==> src/rtl/ps2_pkg.sv <==
// Shared types, constants and the speed saturation helper for the PS/2 paddle decoder.
package ps2_pkg;

  typedef enum logic [1:0] {
    IDLE,
    DATA,
    PARITY,
    STOP
  } frame_state_t;

  localparam int unsigned FRAME_BITS   = 11;
  localparam int unsigned PACKET_BYTES = 3;

  localparam int unsigned FLAG_ALWAYS1 = 3;
  localparam int unsigned FLAG_YSIGN   = 5;
  localparam int unsigned FLAG_YOVF    = 7;

  localparam int unsigned SPEED_MAX = 255;

  // |{sign, y}| as 9-bit two's complement, clamped to 8 bits; overflow forces full scale.
  function automatic logic [7:0] sat_speed(input logic sign, input logic ovf,
                                           input logic [7:0] y_byte);
    logic [8:0] y;
    logic [8:0] mag;
    y   = {sign, y_byte};
    mag = sign ? (~y + 9'd1) : y;
    if (ovf || mag[8]) return 8'(SPEED_MAX);
    return mag[7:0];
  endfunction

endpackage

==> src/rtl/ps2_frame_rx.sv <==
// PS/2 byte receiver: synchronizer, optional clock glitch filter (PS2_GLITCH_FILTER_EN),
// 11-bit frame FSM with odd parity check, and inactivity timeout.
module ps2_frame_rx
  import ps2_pkg::*;
#(
  parameter int unsigned TIMEOUT_CYCLES = 5000,
  parameter int unsigned SYNC_STAGES    = 2,
  parameter int unsigned FILTER_LEN     = 8
) (
  input  logic       i_clk,
  input  logic       i_rst,
  input  logic       i_ps2_clk,
  input  logic       i_ps2_data,
  input  logic       i_pkt_busy,
  output logic       o_byte_valid,
  output logic [7:0] o_byte_data,
  output logic       o_byte_err
);

  localparam int unsigned TO_W = $clog2(TIMEOUT_CYCLES + 1);

  if (SYNC_STAGES < 2 || SYNC_STAGES > 4 || FILTER_LEN < 2) begin : g_bad_param
    $error("ps2_frame_rx: SYNC_STAGES must be 2..4 and FILTER_LEN at least 2");
  end

  logic [SYNC_STAGES-1:0] r_clk_sync;
  logic [SYNC_STAGES-1:0] r_data_sync;
  logic                   r_clk_prev;
  logic                   w_clk_lvl;
  logic                   w_data;
  logic                   w_sample;
  logic                   w_busy;
  logic                   w_timeout;

  frame_state_t r_state;
  frame_state_t w_next;
  logic [7:0]   r_shift;
  logic [2:0]   r_bit_cnt;
  logic         r_parity;
  logic [TO_W-1:0] r_to_cnt;

  // Lines idle high, so the chain resets high to avoid a false edge after reset.
  always_ff @(posedge i_clk) begin
    if (i_rst) begin
      r_clk_sync  <= '1;
      r_data_sync <= '1;
    end else begin
      r_clk_sync  <= {r_clk_sync[SYNC_STAGES-2:0], i_ps2_clk};
      r_data_sync <= {r_data_sync[SYNC_STAGES-2:0], i_ps2_data};
    end
  end

  assign w_data = r_data_sync[SYNC_STAGES-1];

`ifdef PS2_GLITCH_FILTER_EN
  localparam int unsigned FL_W = $clog2(FILTER_LEN + 1);

  logic            r_filt;
  logic [FL_W-1:0] r_filt_cnt;

  always_ff @(posedge i_clk) begin
    if (i_rst) begin
      r_filt     <= 1'b1;
      r_filt_cnt <= '0;
    end else if (r_clk_sync[SYNC_STAGES-1] == r_filt) begin
      r_filt_cnt <= '0;
    end else if (r_filt_cnt == FL_W'(FILTER_LEN - 1)) begin
      r_filt     <= r_clk_sync[SYNC_STAGES-1];
      r_filt_cnt <= '0;
    end else begin
      r_filt_cnt <= r_filt_cnt + 1'b1;
    end
  end

  assign w_clk_lvl = r_filt;
`else
  assign w_clk_lvl = r_clk_sync[SYNC_STAGES-1];
`endif

  always_ff @(posedge i_clk) begin
    if (i_rst) r_clk_prev <= 1'b1;
    else       r_clk_prev <= w_clk_lvl;
  end

  assign w_sample  = r_clk_prev & ~w_clk_lvl;
  assign w_busy    = (r_state != IDLE) || i_pkt_busy;
  assign w_timeout = !w_sample && w_busy && (r_to_cnt >= TO_W'(TIMEOUT_CYCLES - 1));

  always_ff @(posedge i_clk) begin
    if (i_rst) r_state <= IDLE;
    else       r_state <= w_next;
  end

  always_comb begin
    w_next       = r_state;
    o_byte_valid = 1'b0;
    o_byte_err   = 1'b0;
    if (w_sample) begin
      case (r_state)
        IDLE: begin
          if (!w_data) w_next = DATA;
          else         o_byte_err = 1'b1;
        end
        DATA: begin
          if (r_bit_cnt == 3'(FRAME_BITS - 4)) w_next = PARITY;
        end
        PARITY: w_next = STOP;
        STOP: begin
          w_next = IDLE;
          if (w_data && (^{r_shift, r_parity})) o_byte_valid = 1'b1;
          else                                  o_byte_err   = 1'b1;
        end
        default: w_next = IDLE;
      endcase
    end else if (w_timeout) begin
      w_next     = IDLE;
      o_byte_err = 1'b1;
    end
  end

  always_ff @(posedge i_clk) begin
    if (i_rst) begin
      r_shift   <= '0;
      r_bit_cnt <= '0;
      r_parity  <= 1'b0;
      r_to_cnt  <= '0;
    end else begin
      if (w_sample) begin
        r_to_cnt <= '0;
        case (r_state)
          IDLE:    r_bit_cnt <= '0;
          DATA: begin
            r_shift   <= {w_data, r_shift[7:1]};
            r_bit_cnt <= r_bit_cnt + 3'd1;
          end
          PARITY:  r_parity <= w_data;
          default: ;
        endcase
      end else if (w_timeout || !w_busy) begin
        r_to_cnt <= '0;
      end else begin
        r_to_cnt <= r_to_cnt + 1'b1;
      end
    end
  end

  assign o_byte_data = r_shift;

endmodule

==> src/rtl/ps2_paddle_decoder.sv <==
// Assembles 3-byte PS/2 mouse packets into paddle speed/direction commands.
// Optional build macro: PS2_GLITCH_FILTER_EN (ps2_clk stability filter).
module ps2_paddle_decoder
  import ps2_pkg::*;
#(
  parameter int unsigned TIMEOUT_CYCLES = 5000,
  parameter int unsigned SYNC_STAGES    = 2,
  parameter int unsigned FILTER_LEN     = 8
) (
  input  logic       clk_25MHz,
  input  logic       reset,
  input  logic       ps2_clk,
  input  logic       ps2_data,
  output logic [7:0] paddle0_speed,
  output logic       paddle0_dir,
  output logic       new_data,
  output logic       frame_err
);

  logic       w_byte_valid;
  logic [7:0] w_byte_data;
  logic       w_byte_err;
  logic [1:0] r_byte_idx;
  logic       r_ysign;
  logic       r_yovf;

  ps2_frame_rx #(
    .TIMEOUT_CYCLES(TIMEOUT_CYCLES),
    .SYNC_STAGES   (SYNC_STAGES),
    .FILTER_LEN    (FILTER_LEN)
  ) u_frame_rx (
    .i_clk       (clk_25MHz),
    .i_rst       (reset),
    .i_ps2_clk   (ps2_clk),
    .i_ps2_data  (ps2_data),
    .i_pkt_busy  (r_byte_idx != 2'd0),
    .o_byte_valid(w_byte_valid),
    .o_byte_data (w_byte_data),
    .o_byte_err  (w_byte_err)
  );

  always_ff @(posedge clk_25MHz) begin
    if (reset) begin
      paddle0_speed <= '0;
      paddle0_dir   <= 1'b0;
      new_data      <= 1'b0;
      frame_err     <= 1'b0;
      r_byte_idx    <= '0;
      r_ysign       <= 1'b0;
      r_yovf        <= 1'b0;
    end else begin
      new_data  <= 1'b0;
      frame_err <= 1'b0;
      if (w_byte_err) begin
        r_byte_idx <= '0;
        frame_err  <= 1'b1;
      end else if (w_byte_valid) begin
        if (r_byte_idx == 2'd0) begin
          // A flags byte without the always-one bit is dropped so the stream realigns.
          if (w_byte_data[FLAG_ALWAYS1]) begin
            r_ysign    <= w_byte_data[FLAG_YSIGN];
            r_yovf     <= w_byte_data[FLAG_YOVF];
            r_byte_idx <= 2'd1;
          end else begin
            frame_err <= 1'b1;
          end
        end else if (r_byte_idx == 2'(PACKET_BYTES - 1)) begin
          r_byte_idx    <= '0;
          paddle0_speed <= sat_speed(r_ysign, r_yovf, w_byte_data);
          paddle0_dir   <= r_ysign;
          new_data      <= 1'b1;
        end else begin
          r_byte_idx <= r_byte_idx + 2'd1;
        end
      end
    end
  end

endmodule

==> config.mk <==
export PLATFORM = sky130hd
export DESIGN_NAME = ps2_paddle_decoder
export DESIGN_NICKNAME = d
export VERILOG_FILES = /design/src/rtl/ps2_pkg.sv /design/src/rtl/ps2_frame_rx.sv /design/src/rtl/ps2_paddle_decoder.sv
export SDC_FILE = /design/constraint.sdc
export NUM_CORES = 1
export LEC_CHECK = 0
export ABC_AREA = 1
export CAP_MARGIN = 5
export CORE_AREA = 2 2 72 74
export DETAILED_ROUTE_END_ITERATION = 12
export DIE_AREA = 0 0 74 76
export HOLD_SLACK_MARGIN = 0.15
export PLACE_DENSITY = 0.73
export SLEW_MARGIN = 40
export SYNTH_ARGS = -nofsm -noshare
export SYNTH_HDL_FRONTEND = slang
export SYNTH_SLANG_ARGS = --single-unit
==> constraint.sdc <==
create_clock -name clk_25MHz -period 1.9 [get_ports clk_25MHz]
set_clock_uncertainty 0.2 [all_clocks]
set_input_delay 0.38 -clock clk_25MHz [delete_from_list [all_inputs] [get_ports clk_25MHz]]
set_output_delay 0.38 -clock clk_25MHz [all_outputs]
set_load 0.05 [all_outputs]
=== After elaboration in Yosys (flattened, before gate mapping) ===
Index checks and enable logic that the tools add are counted.

* Bits in registers: 47
* Input port bits: 4

* $add $sub $neg: 4
* $lt $le $gt $ge: 1
* Eq/ne operators: 8
* Muxes and demuxes: 31
* Bitwise operators: 6
* Reductions and logical operators: 25

{| class="wikitable"
|+ Operator list
! kind !! number
|-
| 2-to-1 mux 1 bit || 18
|-
| 2-to-1 mux 8 bit || 2
|-
| 2-to-1 mux 2 bit || 7
|-
| adder 13 x 1 -> 13 bit, second input constant || 1
|-
| >= comparator 13 bit, second input constant || 1
|-
| adder 9 x 1 -> 9 bit, second input constant || 1
|-
| 2-to-1 mux 9 bit || 1
|-
| NOT 9 bit || 1
|-
| XOR reduction 9 bit || 1
|-
| one-hot mux 2 bit (4 select lines) || 1
|-
| AND reduction 2 bit || 4
|-
| AND reduction 4 bit || 2
|-
| nonzero test 2 bit || 4
|-
| == test 2 bit, second input constant || 3
|-
| != test 3 bit, second input constant || 2
|-
| one-hot mux 3 bit (2 select lines) || 1
|-
| logical NOT 2 bit || 2
|-
| NOT 1 bit || 4
|-
| OR reduction 4 bit || 1
|-
| adder 3 x 1 -> 3 bit, second input constant || 1
|-
| == test 3 bit, second input constant || 1
|-
| logical AND 1 bit || 3
|-
| logical OR 1 bit || 3
|-
| AND reduction 3 bit || 1
|-
| 8 further kinds || 9
|}

=== Longest topological paths before layout ===
Gate-level depths: netlist (run 1).

* Word-level depth: 11
* Gate-level depth with buffers: 16

=== Hierarchy ===
From an unflattened synthesis (run 1), not the netlist that was laid out.

* Cell total of the unflattened synthesis: 331
* Area total of the unflattened synthesis: 2418.6 um2

{| class="wikitable"
|+ By module, submodules not included
! module !! times used !! cells each !! area an instance (um2) !! sequential area each (um2)
|-
| ps2_frame_rx || 1 || 209 || 1621.6 || 640.6
|-
| ps2_paddle_decoder || 1 || 122 || 797.0 || 300.3
|}

=== Least setup slack after synthesis (run 1) ===
No wires, ideal clock.

* Kind: register -> register
* From: reg u_frame_rx.r_shift[2] (netlist: u_frame_rx.o_byte_data[2])
* To: reg paddle0_dir
* Library setup time: 113 ps
* Arrival time: 1727 ps
* Required time: 1587 ps
* Path slack: -140 ps
* Cell stages (with the launch flop): 15
* Period minus slack after synthesis: 2040 ps
* Cell sequence: dfxtp_1 inv_2 ha_1 inv_1 nand2_1 nand2_1 nand2_1 nand2_1 nand3_1 nand2_4 nand3_4 nor2_8 nand3_4 nor2_1 nor2_1

* Cells in the longest elaborated chain, start to end: 7
* Elaborated cells on any way between the ends: 10
* Those cells by class: mux: 6; bitwise: 1; reduce/logical: 3

{| class="wikitable"
|+ Ends and longest elaborated chain
! element !! RTL line !! text
|-
| start, declared || ps2_frame_rx.sv:37 || <nowiki>logic [7:0] r_shift;</nowiki>
|-
| start signal, assigned || ps2_frame_rx.sv:133 || <nowiki>r_shift <= {w_data, r_shift[7:1]};</nowiki>
|-
| XOR reduction 9 bit * || ps2_frame_rx.sv:110 || <nowiki>if (w_data && (^{r_shift, r_parity})) o_byte_valid = 1'b1;</nowiki>
|-
| logical AND 1 bit * || ps2_frame_rx.sv:110 ||
|-
| 2-to-1 mux 1 bit || ps2_frame_rx.sv:110 ||
|-
| one-hot mux 1 bit (2 select lines) || ps2_frame_rx.sv:99 || <nowiki>case (r_state)</nowiki>
|-
| 2-to-1 mux 1 bit || ps2_frame_rx.sv:98 || <nowiki>if (w_sample) begin</nowiki>
|-
| NOT 1 bit (no line) || n/a ||
|-
| AND reduction 4 bit (no line) * || n/a ||
|-
| end signal, assigned || ps2_paddle_decoder.sv:70 || <nowiki>paddle0_dir <= r_ysign;</nowiki>
|-
| end, declared || ps2_paddle_decoder.sv:15 || <nowiki>output logic paddle0_dir,</nowiki>
|}

Mark *: on every way between the ends. The rest lies on a longest branch, timed or not.
A chain may end at the register's enable or synchronous reset.

=== Worst setup path after layout (run 1) ===
* From: reg u_frame_rx.r_shift[5] (netlist: u_frame_rx.o_byte_data[5])
* To: reg paddle0_speed[3]

* Cells in the longest elaborated chain, start to end: 11
* Elaborated cells on any way between the ends: 21
* Those cells by class: add/sub: 1; mux: 14; bitwise: 2; reduce/logical: 4

{| class="wikitable"
|+ Ends and longest elaborated chain
! element !! RTL line !! text
|-
| NOT 9 bit || ps2_pkg.sv:26 || <nowiki>mag = sign ? (~y + 9'd1) : y;</nowiki>
|-
| adder 9 x 1 -> 9 bit || ps2_pkg.sv:26 ||
|-
| 2-to-1 mux 9 bit || ps2_pkg.sv:26 ||
|-
| logical OR 1 bit || ps2_pkg.sv:27 || <nowiki>if (ovf || mag[8]) return 8'(SPEED_MAX);</nowiki>
|-
| 2-to-1 mux 1 bit || ps2_pkg.sv:27 ||
|-
| 2-to-1 mux 1 bit || ps2_paddle_decoder.sv:67 || <nowiki>end else if (r_byte_idx == 2'(PACKET_BYTES - 1)) begin</nowiki>
|-
| 2-to-1 mux 1 bit || ps2_paddle_decoder.sv:58 || <nowiki>if (r_byte_idx == 2'd0) begin</nowiki>
|-
| 2-to-1 mux 1 bit || ps2_paddle_decoder.sv:57 || <nowiki>end else if (w_byte_valid) begin</nowiki>
|-
| 2-to-1 mux 1 bit || ps2_paddle_decoder.sv:54 || <nowiki>if (w_byte_err) begin</nowiki>
|-
| 2-to-1 mux 1 bit || ps2_paddle_decoder.sv:43 || <nowiki>if (reset) begin</nowiki>
|-
| 2-to-1 mux 8 bit || ps2_pkg.sv:28 || <nowiki>return mag[7:0];</nowiki>
|-
| end signal, assigned || ps2_paddle_decoder.sv:69 || <nowiki>paddle0_speed <= sat_speed(r_ysign, r_yovf, w_byte_data);</nowiki>
|-
| end, declared || ps2_paddle_decoder.sv:14 || <nowiki>output logic [7:0] paddle0_speed,</nowiki>
|}

Parallel ways exist; a longest one is shown, timed or not. The select of a mux whose other input is x is not followed.

==> results of run 1 <==
registers in the layout (all words and copies together) (netlist names):
register and flops:
u_frame_rx.o_byte_data 8, frame_err 1, new_data 1, u_frame_rx.r_to_cnt 13, u_frame_rx.r_data_sync 2, u_frame_rx.r_clk_sync 2, u_frame_rx.r_clk_prev 1, u_frame_rx.r_state 2
u_frame_rx.r_bit_cnt 3, r_byte_idx 2, r_ysign 1, r_yovf 1, paddle0_speed 8, u_frame_rx.r_parity 1, paddle0_dir 1
cell type report:
| type | instances | area (um2) | area share |
|---|---|---|---|
| timing repair buffer | 49 | 411.6 | 0.1288 |
| clock inverter | 2 | 13.76 | 0.004307 |
| sequential | 47 | 945.9 | 0.2960 |
| tap | 70 | 87.58 | 0.02741 |
| clock buffer | 5 | 68.82 | 0.02153 |
| multi-input combinational | 238 | 1450 | 0.4538 |
| inverter | 58 | 217.7 | 0.06813 |
cells in the final DEF (no fill, tap or decap), types with 4 or more instances in the layout:
cell and count:
nand2_1 56, inv_1 48, nor2_1 47, dfxtp_1 43
buf_4 41, a21oi_1 21, o21ai_0 16, nand2_2 14
nand4_1 12, nand3_1 10, inv_2 9, xor2_1 8
ha_1 8, nor3_1 6, nand3_2 5, clkbuf_8 5
nand2_4 4, or2_2 4, dfxtp_2 4
worst paths after layout:
kind / cells past startpoint / end / slack (ns) / startpoint
worst max-delay path: 14 / paddle0_speed[3] / -0.19 / u_frame_rx.o_byte_data[5]
worst min-delay path: 1 / u_frame_rx.r_data_sync[1] / 0.21 / u_frame_rx.r_data_sync[0]
worst max register to register: 14 / paddle0_speed[3] / -0.19 / u_frame_rx.o_byte_data[5]
worst min register to register: 1 / u_frame_rx.r_data_sync[1] / 0.21 / u_frame_rx.r_data_sync[0]
report_power, final:
part / total [uW] / switching (uW) / internal [uW]
sequential: 1000 / 8.03 / 995
clock: 591 / 339 / 252
combinational: 166 / 94.1 / 72.0
stage by stage:
| step | utilization | TNS [ns] | instance area, um2 | setup slack (ns) |
|---|---|---|---|---|
| finish | 0.6505 | -2.266 | 3196 | -0.1863 |
| CTS | 0.6243 | -1.368 | 3067 | -0.1339 |
| detailed placement | 0.5912 | -2.268 | 2904 | -0.2038 |
| floorplan | - | -0.06123 | 2507 | -0.02853 |
| global placement | 0.5912 | -1.290 | 2904 | -0.1256 |
| global route | 0.6505 | -4.057 | 3196 | -0.3140 |
worst max-delay path, cell delays in order (launching register included):
cell,delay (ns)
dfxtp_2,0.34
inv_2,0.05
ha_4,0.29
inv_2,0.04
nand2_2,0.06
nand3b_1,0.11
nand2_1,0.10
nand3_2,0.08
nand2_4,0.09
nand3_4,0.10
nor2_8,0.20
buf_6,0.12
nand4_1,0.09
nand2_1,0.09
nor2_1,0.04
layer usage:
metal	share of wire	GRT usage	vias up
met4	0.021	0.07091	0
li1	-	-	1198
met5	0	0	-
met1	0.43	0.2365	1047
met2	0.53	0.3518	31
met3	0.024	0.05026	11
timing repair:
item                                    in CTS  in global routing
hold buffers                                 0                  0
pin swaps                                   15                 17
resized for setup                           15                 21
endpoints found under the setup margin      15                 20
gates cloned                                 3                  0
buffers inserted                             1                  5
logic make-up after synthesis:
family	share of synthesized area
XOR/XNOR	0.03919
AND/OR/NAND/NOR	0.3257
adder cells (fa/ha/maj)	0.06107
buffers and inverters	0.1023
flip-flops	0.3827
AO/OA/AOI/OAI	0.08906
==> flow_summary.json, run 1 <==
{
  "p_leak_uw": 0.001432,
  "drt-pass1-iter-count": 4,
  "async_reset_ff_frac": 0,
  "slew-limit-headroom": 0.7081,
  "syn2layout_area_growth_pct": 29.97,
  "critical_path.max_fanout": 5,
  "status": "complete, but fails checks",
  "number_of_pins_exceeding_their_max_slew_limit_in_the_final_report": 0,
  "critPathLaunchType": "flip-flop",
  "insertion_delay_ns": 0.30,
  "grt_setup_unrepaired": "yes",
  "drv_cap": 0,
  "yosys_register_bits": 47,
  "post_synth_inst_count": 347,
  "synthMostInstantiatedCell": "nand2_1",
  "initial_core_util": 0.5005,
  "cts_sink_cnt": 47,
  "cts_made_buffers": 5,
  "synth_top_cell_by_area": "dfxtp_1",
  "min-delay-path-class": "flip-flop to flip-flop",
  "remaining_drc_errors": 0,
  "post-layout-total-power_uw": 1760,
  "synth-edff-count": 0,
  "yosys-top-cells-area": "dfxtp_1, nand2_1, inv_1",
  "hpwl_mm": 3.698,
  "ys_top_cells_by_count": "nand2_1, inv_1, nor2_1",
  "min_period_ns": 2.086,
  "num_io_pins": 15,
  "fin_hold_ws_ns": 0.2147,
  "clock_buffer_depth": 2,
  "synth-main-ff-cell": "dfxtp_1",
  "synth_top_area_share": 0.3827,
  "synth_warn": 0,
  "site_row_count": 26,
  "die_y_um": 76,
  "critPathArrivalTime_ns": 2.10,
  "die_width_um": 74,
  "buffers_added_on_ports": 14,
  "cts_tree": "done",
  "vdd_drop_max_v": 0.0003253,
  "cts_max_level": 2,
  "report.final.setup_viol": 15,
  "post_drt_wl_per_cell_um": 11.72,
  "nets": 415,
  "initialDrtViolationCount": 146,
  "via_count": 2287,
  "timing.critical_path.required_ns": 1.91,
  "worst-setup-path-type": "flip-flop to flip-flop",
  "avgViaCountPerCell": 4.876,
  "ys_seq_area_frac": 0.3827,
  "fin_crit_sh": 1.098,
  "coreArea_um2": 4912,
  "wire_length_of_the_first_global_routing_pass_mm": 9.025,
  "drive_gt1_frac": 0.2832,
  "synth.avg_cell_area_um2": 7.085,
  "grt_pass1_vias": 2171,
  "netlist-cell-type-count": 30,
  "fmaxAchievable_mhz": 479.3,
  "violations": "negative setup slack",
  "initial_antenna_violation_count": 0,
  "grt_start_max_net_pins": 18,
  "grt_util_all_layers": 0.2026,
  "final_layout_fill_cell_count": 419,
  "finalHoldViolCount": 0,
  "timing_worst_slew_pin_value_ns": 0.4374,
  "synth_area_um2": 2459,
  "ant_nets": 0,
  "number_of_diodes": 0,
  "clkSlewWorstSetupHoldPaths_ns": 0.09,
  "critical_path.endpoint_type": "flip-flop",
  "place_inst": 453,
  "design.die.area_um2": 5624,
  "clockRootBuffer": "clkbuf_8",
  "finalWeightedCongestion": 0.8323,
  "grt_overflow": 0,
  "fin_cells": 469,
  "post-route-worst-setup-slack_ns": -0.1863,
  "synth.net_count": 363,
  "power_density_nw_per_um2": 550.8,
  "wirelength_mm": 5.497
}
Power figures use the tool's default switching activity.
==> run 2, diff against run 1 <==
Clock period 1.9 ns to 1.89 ns, I/O delays scaled along.
==> run 2 against run 1 <==
Against the previous run:
- the run still ends with negative setup slack left
- highest routed layer unchanged
- first-iteration DRC count shrank 46%
- global-route usage is 0.38 points lower
- sequential power barely moved
- maximum frequency fell by 0.15%
- largest power group unchanged
- hold slack better by 0.010 ns
- non-clock buffer count increased by 2
- die area stayed put
- via count up 0.66%
- critical path depth is 1 higher
- final cell count increased by 0.64%
- total power is 9.6% higher
==> flow_summary.json, run 2 (synthesized netlist as in run 1, its figures left out) <==
{
  "remaining_drc_errors": 0,
  "buffers_added_on_ports": 14,
  "globalRouteMet1Util": 0.2448,
  "crit_slowest_cell": "dfxtp_2",
  "drv_cap": 0,
  "timing.critical_path.required_ns": 1.95,
  "number_of_diodes": 0,
  "min_period_ns": 2.090,
  "vdd_drop_max_v": 0.0004613,
  "critical-path-max-stage-delay_ns": 0.35,
  "final_layout_fill_cell_count": 407,
  "worst_hold_path.endpoint": "u_frame_rx.r_clk_prev",
  "cts_sink_cnt": 47,
  "violations": "negative setup slack",
  "critPathLaunch": "u_frame_rx.o_byte_data[6]",
  "clock_buffer_depth": 2,
  "grt_start_max_net_pins": 18,
  "drive_gt1_frac": 0.2910,
  "regToRegSetupSlack_ns": -0.20,
  "coreArea_um2": 4912,
  "wirelength_mm": 5.323,
  "grt_setup_unrepaired": "yes",
  "hpwl_mm": 3.672,
  "global_route.usage.met2": 0.3438,
  "finalHoldViolCount": 0,
  "power_density_nw_per_um2": 593.4,
  "fmaxAchievable_mhz": 478.6,
  "grt_overflow": 0,
  "initial_core_util": 0.5005,
  "multi_input_area_um2": 1464,
  "nets": 417,
  "clockRootBuffer": "clkbuf_8",
  "critPathLaunchType": "flip-flop",
  "cts_made_buffers": 5,
  "grt_pass1_vias": 2167,
  "totalNegativeSetupSlack_ns": -1.886,
  "critical_path.endpoint_type": "flip-flop",
  "fin_crit_sh": 1.106,
  "critPathArrivalTime_ns": 2.15,
  "initial_antenna_violation_count": 0,
  "insertion_delay_ns": 0.31,
  "fin_cells": 472,
  "wire_length_of_the_first_global_routing_pass_mm": 8.970,
  "r2r_start": "u_frame_rx.o_byte_data[6]",
  "drt-pass1-iter-count": 4,
  "layout.cells.most_common_list": "nand2_1, inv_1, nor2_1",
  "design.die.area_um2": 5624,
  "r2r_depth": 15,
  "ant_nets": 0,
  "timing_worst_slew_pin_value_ns": 0.4371,
  "post_drt_wl_per_cell_um": 11.28,
  "syn2layout_area_growth_pct": 32.21,
  "worst-setup-path-type": "flip-flop to flip-flop",
  "timing.critical_path.buf_inv": 4,
  "report.final.setup_viol": 15,
  "grtUsageMet3": 0.03968,
  "site_row_count": 26,
  "worst_path_dominant_cell_family": "simple AND/OR/NAND/NOR gates",
  "finalWeightedCongestion": 0.8468,
  "critical_path.max_fanout": 4,
  "r2r_end": "r_ysign",
  "place_inst": 457,
  "avgViaCountPerCell": 4.877,
  "p_leak_uw": 0.001465,
  "grt_util_all_layers": 0.1988,
  "initialDrtViolationCount": 79,
  "post-route-worst-setup-slack_ns": -0.1995,
  "startpoint_of_the_most_critical_hold_path": "u_frame_rx.r_clk_sync[1]",
  "regArea_um2": 948.4,
  "fin_hold_ws_ns": 0.2251,
  "status": "complete, but fails checks",
  "max_reg_flops": 13,
  "min-delay-path-class": "flip-flop to flip-flop",
  "postLayoutCoreUtil": 0.6617,
  "cts_tree": "done",
  "final_common_cell": "nand2_1",
  "critical_path.cell_chain": "inv_2 > ha_4 > inv_2 > nand2_2 > nand3b_1 > nand2_1 > nand3_2 > nand2_4 > buf_4 > nand4_4 > nor2_4 > nand3_1 > nand2_1 > inv_1 > nor2_1",
  "number_of_pins_exceeding_their_max_slew_limit_in_the_final_report": 0,
  "die_width_um": 74,
  "die_y_um": 76,
  "hold_path_depth": 2,
  "slew-limit-headroom": 0.7075,
  "largest_register": "u_frame_rx.r_to_cnt",
  "cts_max_level": 2,
  "clkSlewWorstSetupHoldPaths_ns": 0.10,
  "grt_busiest_layer": "met2",
  "num_io_pins": 15,
  "via_count": 2302
}
[run 2: power by group]
part	internal (uW)	total (uW)	switching, uW
Clock	399	761	362
Sequential	1000	1010	7.92
Combinational	69.4	159	89.7
[run 2: worst max-delay path by stage]
stage                       endpoint  slack [ns]  cells after the start
floorplan                paddle0_dir       -0.04                     13
global placement         paddle0_dir       -0.13                     14
detailed placement       paddle0_dir       -0.17                     14
CTS                      paddle0_dir       -0.14                     14
global route        paddle0_speed[5]       -0.33                     15
finish                       r_ysign       -0.20                     15
[run 2: per-layer routing]
layer	wire [um]	vias to the layer above
met3	145	7
met1	2275	1056
li1	-	1206
met2	2837	33
met5	0	-
met4	64	0
[run 2: stage by stage]
stage | power, uW | cell area, um2 | setup WS [ns]
6_report | 1929 | 3251 | -0.1995
5_1_grt | 2015 | 3251 | -0.3276
4_1_cts | 1934 | 3122 | -0.1419
3_5_place_dp | 1168 | 2934 | -0.1688
3_3_place_gp | 1165 | 2934 | -0.1316
2_1_floorplan | 1116 | 2507 | -0.03853
[run 2: cell type report]
type	instances	share of cell area
clock inverters	3	0.01424
multi-input cells	238	0.4503
inverters	58	0.06697
clock buffers	5	0.02117
flip-flops and latches	47	0.2918
well taps	70	0.02694
repair buffers	51	0.1286
[run 2: worst min-delay path, delay by kind of cell, from the launching register on]
family        cells  cell delay [ns]
buf+inv           1             0.04
flops             1             0.31
simple gates      1             0.04
[run 2: repair_timing]
action                                  4_1_cts  5_1_grt
hold buffers                                  0        0
setup buffers                                 1        3
gates resized for setup                      12       27
hold endpoints to repair                      0        0
cloned                                        3        0
pin swaps                                    18       17
endpoints found under the setup margin       15       21
